[config.mk]
export PLATFORM = sky130hd
export DESIGN_NAME = av_mailbox_slave_flat
export DESIGN_NICKNAME = d
export VERILOG_FILES = /design/src/rtl/av_mailbox_if.sv /design/src/rtl/av_mailbox_slave.sv /design/src/flat_wrapper.sv
export SDC_FILE = /design/constraint.sdc
export NUM_CORES = 1
export LEC_CHECK = 0
export ABC_CLOCK_PERIOD_IN_PS = 4800
export CAP_MARGIN = 0
export CELL_PAD_IN_SITES_DETAIL_PLACEMENT = 0
export CELL_PAD_IN_SITES_GLOBAL_PLACEMENT = 1
export CORE_UTILIZATION = 30
export DETAILED_ROUTE_END_ITERATION = 16
export PLACE_DENSITY_LB_ADDON = 0.1
export SLEW_MARGIN = 10
export SYNTH_ARGS = -nofsm -noshare
export SYNTH_HDL_FRONTEND = slang
export SYNTH_SLANG_ARGS = --single-unit
[constraint.sdc]
create_clock -name sysclk -period 4.8 [get_ports sysclk]
set_clock_uncertainty 0.1 [all_clocks]
set_input_delay 0.96 -clock sysclk [delete_from_list [all_inputs] [get_ports sysclk]]
set_output_delay 0.96 -clock sysclk [all_outputs]
set_load 0.01 [all_outputs]
[src/rtl/av_mailbox_if.sv]
// Avalon-MM responder bus plus the FIFO drain stream and interrupt of the MCU mailbox.
// Revision: 1.0
`default_nettype none

interface av_mailbox_if;
  logic [15:0] av_address;
  logic        av_write;
  logic        av_read;
  logic [15:0] av_writedata;
  logic [15:0] av_readdata;
  logic        av_waitrequest;
  logic [15:0] out_data;
  logic        out_valid;
  logic        out_ready;
  logic        irq;

  modport master (
    output av_address, av_write, av_read, av_writedata, out_ready,
    input  av_readdata, av_waitrequest, out_data, out_valid, irq
  );

  modport slave (
    input  av_address, av_write, av_read, av_writedata, out_ready,
    output av_readdata, av_waitrequest, out_data, out_valid, irq
  );
endinterface

`default_nettype wire

[src/rtl/av_mailbox_slave.sv]
// Avalon-MM mailbox slave: DATA writes feed a FIFO drained by valid/ready, with STATUS/CONTROL/THRESH and a level irq.
// Revision: 1.0
`default_nettype none

module av_mailbox_slave #(
  parameter int DEPTH         = 16,
  parameter bit BLOCK_ON_FULL = 1'b1
) (
  input  logic          sysclk,
  input  logic          sysreset_n,
  av_mailbox_if.slave   bus
);

  localparam int         PW      = $clog2(DEPTH);
  localparam logic [8:0] DEPTH_C = 9'(DEPTH);

  logic [15:0]   mem [DEPTH];
  logic [PW-1:0] rd_ptr;
  logic [PW-1:0] wr_ptr;
  logic [8:0]    count;
  logic [8:0]    count_next;
  logic [8:0]    thresh;
  logic          ovf;
  logic          rd_pending;
  logic [15:0]   readdata_q;
  logic          irq_q;

  logic [1:0]    addr;
  logic          full;
  logic          empty;
  logic          wr_en;
  logic          data_wr;
  logic          push;
  logic          drop;
  logic          pop;
  logic          flush;
  logic          ovf_clr;
  logic          thresh_wr;
  logic [15:0]   head;
  logic [15:0]   rd_mux;
  logic          waitreq;
  logic          unused_bits;

  assign unused_bits = ^{bus.av_address[15:2], bus.av_writedata[15:9]};

  always_comb begin
    addr      = bus.av_address[1:0];
    full      = (count == DEPTH_C);
    empty     = (count == 9'd0);
    // A simultaneous read wins; the write half of an illegal read+write is dropped.
    wr_en     = bus.av_write && !bus.av_read;
    data_wr   = wr_en && (addr == 2'd0);
    push      = data_wr && !full;
    drop      = data_wr && full && !BLOCK_ON_FULL;
    flush     = wr_en && (addr == 2'd2) && bus.av_writedata[0];
    ovf_clr   = wr_en && (addr == 2'd2) && bus.av_writedata[1];
    thresh_wr = wr_en && (addr == 2'd3);
    pop       = !empty && bus.out_ready && !flush;

    if (flush) begin
      count_next = 9'd0;
    end else begin
      count_next = count + 9'(push) - 9'(pop);
    end

    head = empty ? 16'h0000 : mem[rd_ptr];

    case (addr)
      2'd0:    rd_mux = head;
      2'd1:    rd_mux = {ovf, full, empty, 4'b0000, count};
      2'd2:    rd_mux = 16'h0000;
      default: rd_mux = {7'b0000000, thresh};
    endcase

    if (bus.av_read) begin
      waitreq = !rd_pending;
    end else begin
      waitreq = data_wr && full && BLOCK_ON_FULL;
    end
  end

  always_ff @(posedge sysclk) begin
    if (!sysreset_n) begin
      count      <= 9'd0;
      rd_ptr     <= '0;
      wr_ptr     <= '0;
      ovf        <= 1'b0;
      thresh     <= 9'd0;
      rd_pending <= 1'b0;
      readdata_q <= 16'h0000;
      irq_q      <= 1'b0;
    end else begin
      count <= count_next;
      if (flush) begin
        rd_ptr <= '0;
        wr_ptr <= '0;
      end else begin
        if (push) wr_ptr <= wr_ptr + 1'b1;
        if (pop)  rd_ptr <= rd_ptr + 1'b1;
      end

      if (drop) begin
        ovf <= 1'b1;
      end else if (ovf_clr) begin
        ovf <= 1'b0;
      end

      if (thresh_wr) thresh <= bus.av_writedata[8:0];

      irq_q <= (thresh != 9'd0) && (count_next >= thresh);

      // Fixed two-cycle read: capture on the stalled cycle, complete on the next.
      if (bus.av_read && !rd_pending) begin
        rd_pending <= 1'b1;
        readdata_q <= rd_mux;
      end else begin
        rd_pending <= 1'b0;
      end
    end
  end

  always_ff @(posedge sysclk) begin
    if (push) mem[wr_ptr] <= bus.av_writedata;
  end

  assign bus.av_readdata    = readdata_q;
  assign bus.av_waitrequest = waitreq;
  assign bus.out_data       = head;
  assign bus.out_valid      = !empty;
  assign bus.irq            = irq_q;

endmodule

`default_nettype wire

[src/flat_wrapper.sv]
// flat-port wrapper written by rule: the top's interface ports become plain ports
module av_mailbox_slave_flat 
#(
  parameter int DEPTH         = 16,
  parameter bit BLOCK_ON_FULL = 1'b1
)
  (sysclk, sysreset_n, bus_av_address, bus_av_write, bus_av_read, bus_av_writedata, bus_out_ready, bus_av_readdata, bus_av_waitrequest, bus_out_data, bus_out_valid, bus_irq);
  av_mailbox_if bus_i ();
  input  logic sysclk;
  input  logic sysreset_n;
  input wire logic [$bits(bus_i.av_address)-1:0] bus_av_address;
  input wire logic [$bits(bus_i.av_write)-1:0] bus_av_write;
  input wire logic [$bits(bus_i.av_read)-1:0] bus_av_read;
  input wire logic [$bits(bus_i.av_writedata)-1:0] bus_av_writedata;
  input wire logic [$bits(bus_i.out_ready)-1:0] bus_out_ready;
  output wire logic [$bits(bus_i.av_readdata)-1:0] bus_av_readdata;
  output wire logic [$bits(bus_i.av_waitrequest)-1:0] bus_av_waitrequest;
  output wire logic [$bits(bus_i.out_data)-1:0] bus_out_data;
  output wire logic [$bits(bus_i.out_valid)-1:0] bus_out_valid;
  output wire logic [$bits(bus_i.irq)-1:0] bus_irq;
  assign bus_i.av_address = bus_av_address;
  assign bus_i.av_write = bus_av_write;
  assign bus_i.av_read = bus_av_read;
  assign bus_i.av_writedata = bus_av_writedata;
  assign bus_i.out_ready = bus_out_ready;
  assign bus_av_readdata = bus_i.av_readdata;
  assign bus_av_waitrequest = bus_i.av_waitrequest;
  assign bus_out_data = bus_i.out_data;
  assign bus_out_valid = bus_i.out_valid;
  assign bus_irq = bus_i.irq;
  av_mailbox_slave #(.DEPTH(DEPTH), .BLOCK_ON_FULL(BLOCK_ON_FULL)) u_core (.sysclk(sysclk), .sysreset_n(sysreset_n), .bus(bus_i));
endmodule
* Yosys cells after proc, flatten, opt, wreduce, memory -nomap -nowiden
Memory sizes are Yosys's and may differ from the RTL's. A register that Yosys moved wholly into a read port is not among the register bits.
Cells that the tools add are included.
** Operators by class
- Add/subtract/negate cells :: 4
- $lt $le $gt $ge :: 1
- Equality and inequality tests :: 4
- Mux-type cells :: 9
- Bitwise logic cells :: 1
- Reductions and logical operators :: 20
** Operator list (count)
- $pmux 16 s3 :: 1
- $mux 16 :: 1
- $logic_and 1x1->1 :: 11
- $add 9x1->9 :: 1
- $eq 9x5->1 const B :: 1
- $ge 9x9->1 :: 1
- $logic_not 9->1 :: 1
- $mux 9 :: 1
- $reduce_bool 9->1 :: 1
- $sub 9x1->9 :: 1
- $add 4x1->4 const B :: 2
- $mux 4 :: 2
- $logic_not 1->1 :: 5
- $eq 2x2->1 const B :: 2
- $mux 1 :: 4
- $eq 2x1->1 const B :: 1
- $logic_not 2->1 :: 1
- $reduce_or 2->1 :: 1
- $not 1->1 :: 1
** Storage, ports and cells
- Flip-flop bits (word level) :: 44
- Memory bits (writable) :: 256
- Bits of input ports :: 37
- Output and inout port bits :: 35
- Memories :: 1
** Memories
- u_core.mem :: words 16, bits a word 16, rd ports 1, clocked after memory_dff 1, write ports 1, RTL line av_mailbox_slave.sv:17 : logic [15:0] mem [DEPTH];

* Depth between registers and ports, before layout
- Depth after elaboration :: 10
- Gate-level depth with buffers :: 18
- Mapped depth without buffers :: 18

* Worst setup path after synthesis
Ideal clock, no wire load.
- Path kind :: input to register
- Start :: in bus_av_write
- End :: reg u_core.irq_q (netlist: u_core.bus.irq)
- Arrival time :: 4096 ps
- Data required time :: 4576 ps
- Slack :: 480 ps
- Cell stages on the path :: 17
- Buffers on the path :: 1
- Cells stage by stage :: nor2b_1 and4b_1 clkbuf_1 or3_1 nand2_1 ha_1 fa_1 a211o_1 a31oi_1 o21bai_1 xnor2_1 nor2_1 ha_1 a211o_1 a31oi_1 o21a_1 o21ai_0
** On the way
- Cells in the longest elaborated chain, start to end :: 9
- Elaborated cells on any way between the ends :: 12
- Classes of those cells :: 2 x add/sub; 1 x order compare; 1 x mux; 8 x reduce/logical
** Ends and longest elaborated chain
- start, declared :: RTL line flat_wrapper.sv:12 : input wire logic [$bits(bus_i.av_write)-1:0] bus_av_write;
- $logic_and 1x1->1 (*) :: RTL line av_mailbox_slave.sv:51 : wr_en = bus.av_write && !bus.av_read;
- branches (longest 5 deep; another with $add 9x1->9)
- $mux 9 (*) :: RTL line av_mailbox_slave.sv:60 : if (flush) begin
- net u_core.count_next[6] :: RTL line av_mailbox_slave.sv:21 : logic [8:0] count_next;
- $ge 9x9->1 (*) :: RTL line av_mailbox_slave.sv:110 : irq_q <= (thresh != 9'd0) && (count_next >= thresh);
- $logic_and 1x1->1 (*) :: RTL line av_mailbox_slave.sv:110
- end signal, assigned :: RTL line av_mailbox_slave.sv:110
- end, declared :: RTL line av_mailbox_slave.sv:26 : logic irq_q;
Mark *: on every way through the listed nets, which the timed path passes.
A chain may end at the register's enable or synchronous reset.

==> flow_summary.ini <==
[run_status]
status = finished, violations left
violations = DRC

[power_and_ir_drop]
total_power_uw = 7386
pwr_density_cell_nw_per_um2 = 484.9
vdd_drop_max_uv = 241.9
leakage_uw = 0.004964

[yosys]
synth-compound-area-share = 0.06792
yosysWarningCount = 0
async_reset_ff_frac = 0
synth_top_area_share = 0.6092
synth_fp_nets = 888
synth-seq-area-share = 0.6853
synth_cells = 825
ys_seq_elements = 304
ys.flop_type = edfxtp_1
ys_types = 50
avgSynthCellArea_um2 = 15.30
muxShareOfSynthArea = 0.1097
synthSimpleGateAreaFrac = 0.08041
synth_area_leaders = edfxtp_1 61%, dfxtp_1 7.6%, mux4_2 5.7%
syn_area_um2 = 12620
synth-xor-area-share = 0.008328
synth_common_cells = 256 x edfxtp_1, 64 x mux2i_1, 48 x dfxtp_1
synth-edff-count = 256
yosysMostFrequentCell = edfxtp_1
synth_top_family_by_area = multiplexers
synth_fa_ha_area_frac = 0.02637
yosysTopAreaCell = edfxtp_1

[critical_path]
ff2ff_setup_slack_ns = 0.39
criticalPathCategory = reg2out
required_ns = 3.74
worst_setup_path_start_kind = register
cp_max_fo = 35
critPathArrivalTime_ns = 3.36
cp-end-kind = output pin

[clocking]
cts.clk_slew.worst_paths_ns = 0.06
cts_made_buffers = 36
clk_path_buf_depth = 3
clock_sinks = 304
htree_num_levels = 2
cts_tree = done
clockRootBuffer = clkbuf_16
clock_latency_ns = 0.54

[timing]
max-slew-margin-rel = 0.3497
setup_violations = 0
hold_ws_ns = 0.3707
finalMaxSlewViolations = 0
finalHoldViolCount = 0
post-route-period-util = 0.9202
max_freq_mhz = 226.4
rsz0062_at_grt = no
setup_slack_ns = 0.3833
period_needed_ns = 4.417
worst_pin_slew_ns = 0.9719

[global_routing]
grt_pass1_wl_mm = 51.23
gr-usage-all-layers = 0.1638
globalRoute.totalOverflow = 0
grt_pass1_vias = 7786
grt_max_degree = 36
antenna_found_initial = 1

[run]
drv_cap = 0

[layout]
layout-drive-gt1-share = 0.1607
multiInputGateArea_um2 = 3737
nets = 988
final_cells = 1484
diodes = 0
syn_to_final_growth_pct = 20.70
seq_area_um2 = 8653
num-fill-cells = 3877

[placement]
pre_cts_ws_ns = -0.006445
gp_congestion = 0.7571
port_buffers = 57
dp.cells = 1419
place_hpwl_mm = 21.90

[route]
via_per_inst = 4.883
post_drt_wl_per_cell_um = 23.04
routed_wl_mm = 34.19
ant_nets = 0
firstDrtPassIters = 13
vias = 7247
drt_iter0_markers = 483
drc = 1

[hold_path]
min_path_type = reg2reg

[die]
chipWidth_um = 207.1
die_h_um = 207.1
floorplan.initialDensity = 0.3063
ioPinCount = 72
core_um2 = 41200
num_rows = 74
die_area_um2 = 42890
[cell usage in the layout, fill, tap and decap left out, drive strengths merged, types with 33 or more instances in the layout]
master,synthesis,routed
edfxtp,256,256
mux2i,64,64
clkdlybuf4s50,0,57
dfxtp,48,48
buf,20,45
clkbuf,20,43
nand2,37,37
nor2,35,35
o21ai,34,34
nor2b,33,33
[worst paths after layout]
kind / cells after the start / end / startpoint
setup / recovery: 7 / bus_out_data[4] / register
setup reg to reg: 18 / u_core.bus.irq / u_core.count[3]
hold / removal: 2 / u_core.bus.av_readdata[15] / u_core.bus.av_readdata[15]
hold reg to reg: 2 / u_core.bus.av_readdata[15] / u_core.bus.av_readdata[15]
[kinds of logic (layout without fill, tap and decap cells)]
group	Yosys count	after routing
xor gates and xnor gates	12	12
buffers and inverters	65	192
and+or+nand+nor	190	190
DFF	304	304
muxes	98	98
adders and majority gates	26	26
AOI/OAI and AO/OA	130	130
[power breakdown]
part	total, uW	leakage (uW)	switching [uW]	internal (uW)
sequential	2980	0.00270	64.8	2920
clock	2690	0.000569	1080	1610
combinational	1710	0.00170	934	773
[critical path, stage by stage, from the launching register on]
cell and delay, ns:
dfxtp_2 0.34, buf_4 0.58, nor2b_1 0.22, buf_4 0.29, a22oi_1 0.14, and3_1 0.26
or3_1 0.46, clkdlybuf4s50_1 0.52
[registers in the layout (all words and copies together), names as in the netlist, named ones only]
register                count
u_core.wr_ptr               4
u_core.rd_ptr               4
u_core.mem                256
u_core.bus.av_readdata     16
u_core.bus.irq              1
u_core.count                9
u_core.thresh               9
u_core.rd_pending           1
[stage by stage]
stage               utilization  setup TNS, ns  instance area [um2]
finish                   0.3697              0                15230
floorplan                     -              0                12620
detailed placement       0.3414      -0.006445                14070
global placement         0.3414              0                14070
global route             0.3697              0                15230
CTS                      0.3696              0                15230
[layer usage]
layer,part of all wire,GRT usage,vias up,wire [um]
li1,-,-,3372,-
met1,0.44,0.2128,3672,15190
met2,0.47,0.2669,142,16220
met3,0.049,0.03593,61,1659
met4,0.033,0.06305,0,1122
met5,0,0,-,0
[layout make-up]
type,instances,area share
timing repair buffer,102,0.06046
multi-input combinational,456,0.2454
tap,532,0.04370
clock buffer,43,0.06152
clock inverter,22,0.01470
inverter,25,0.006161
sequential,304,0.5681
[what timing repair did]
item | 4_1_cts | 5_1_grt
setup buffers | 0 | 0
hold buffers | 0 | 0
resized for setup | 0 | 1
setup endpoints to repair | 0 | 1
Power figures use the tool's default switching activity.
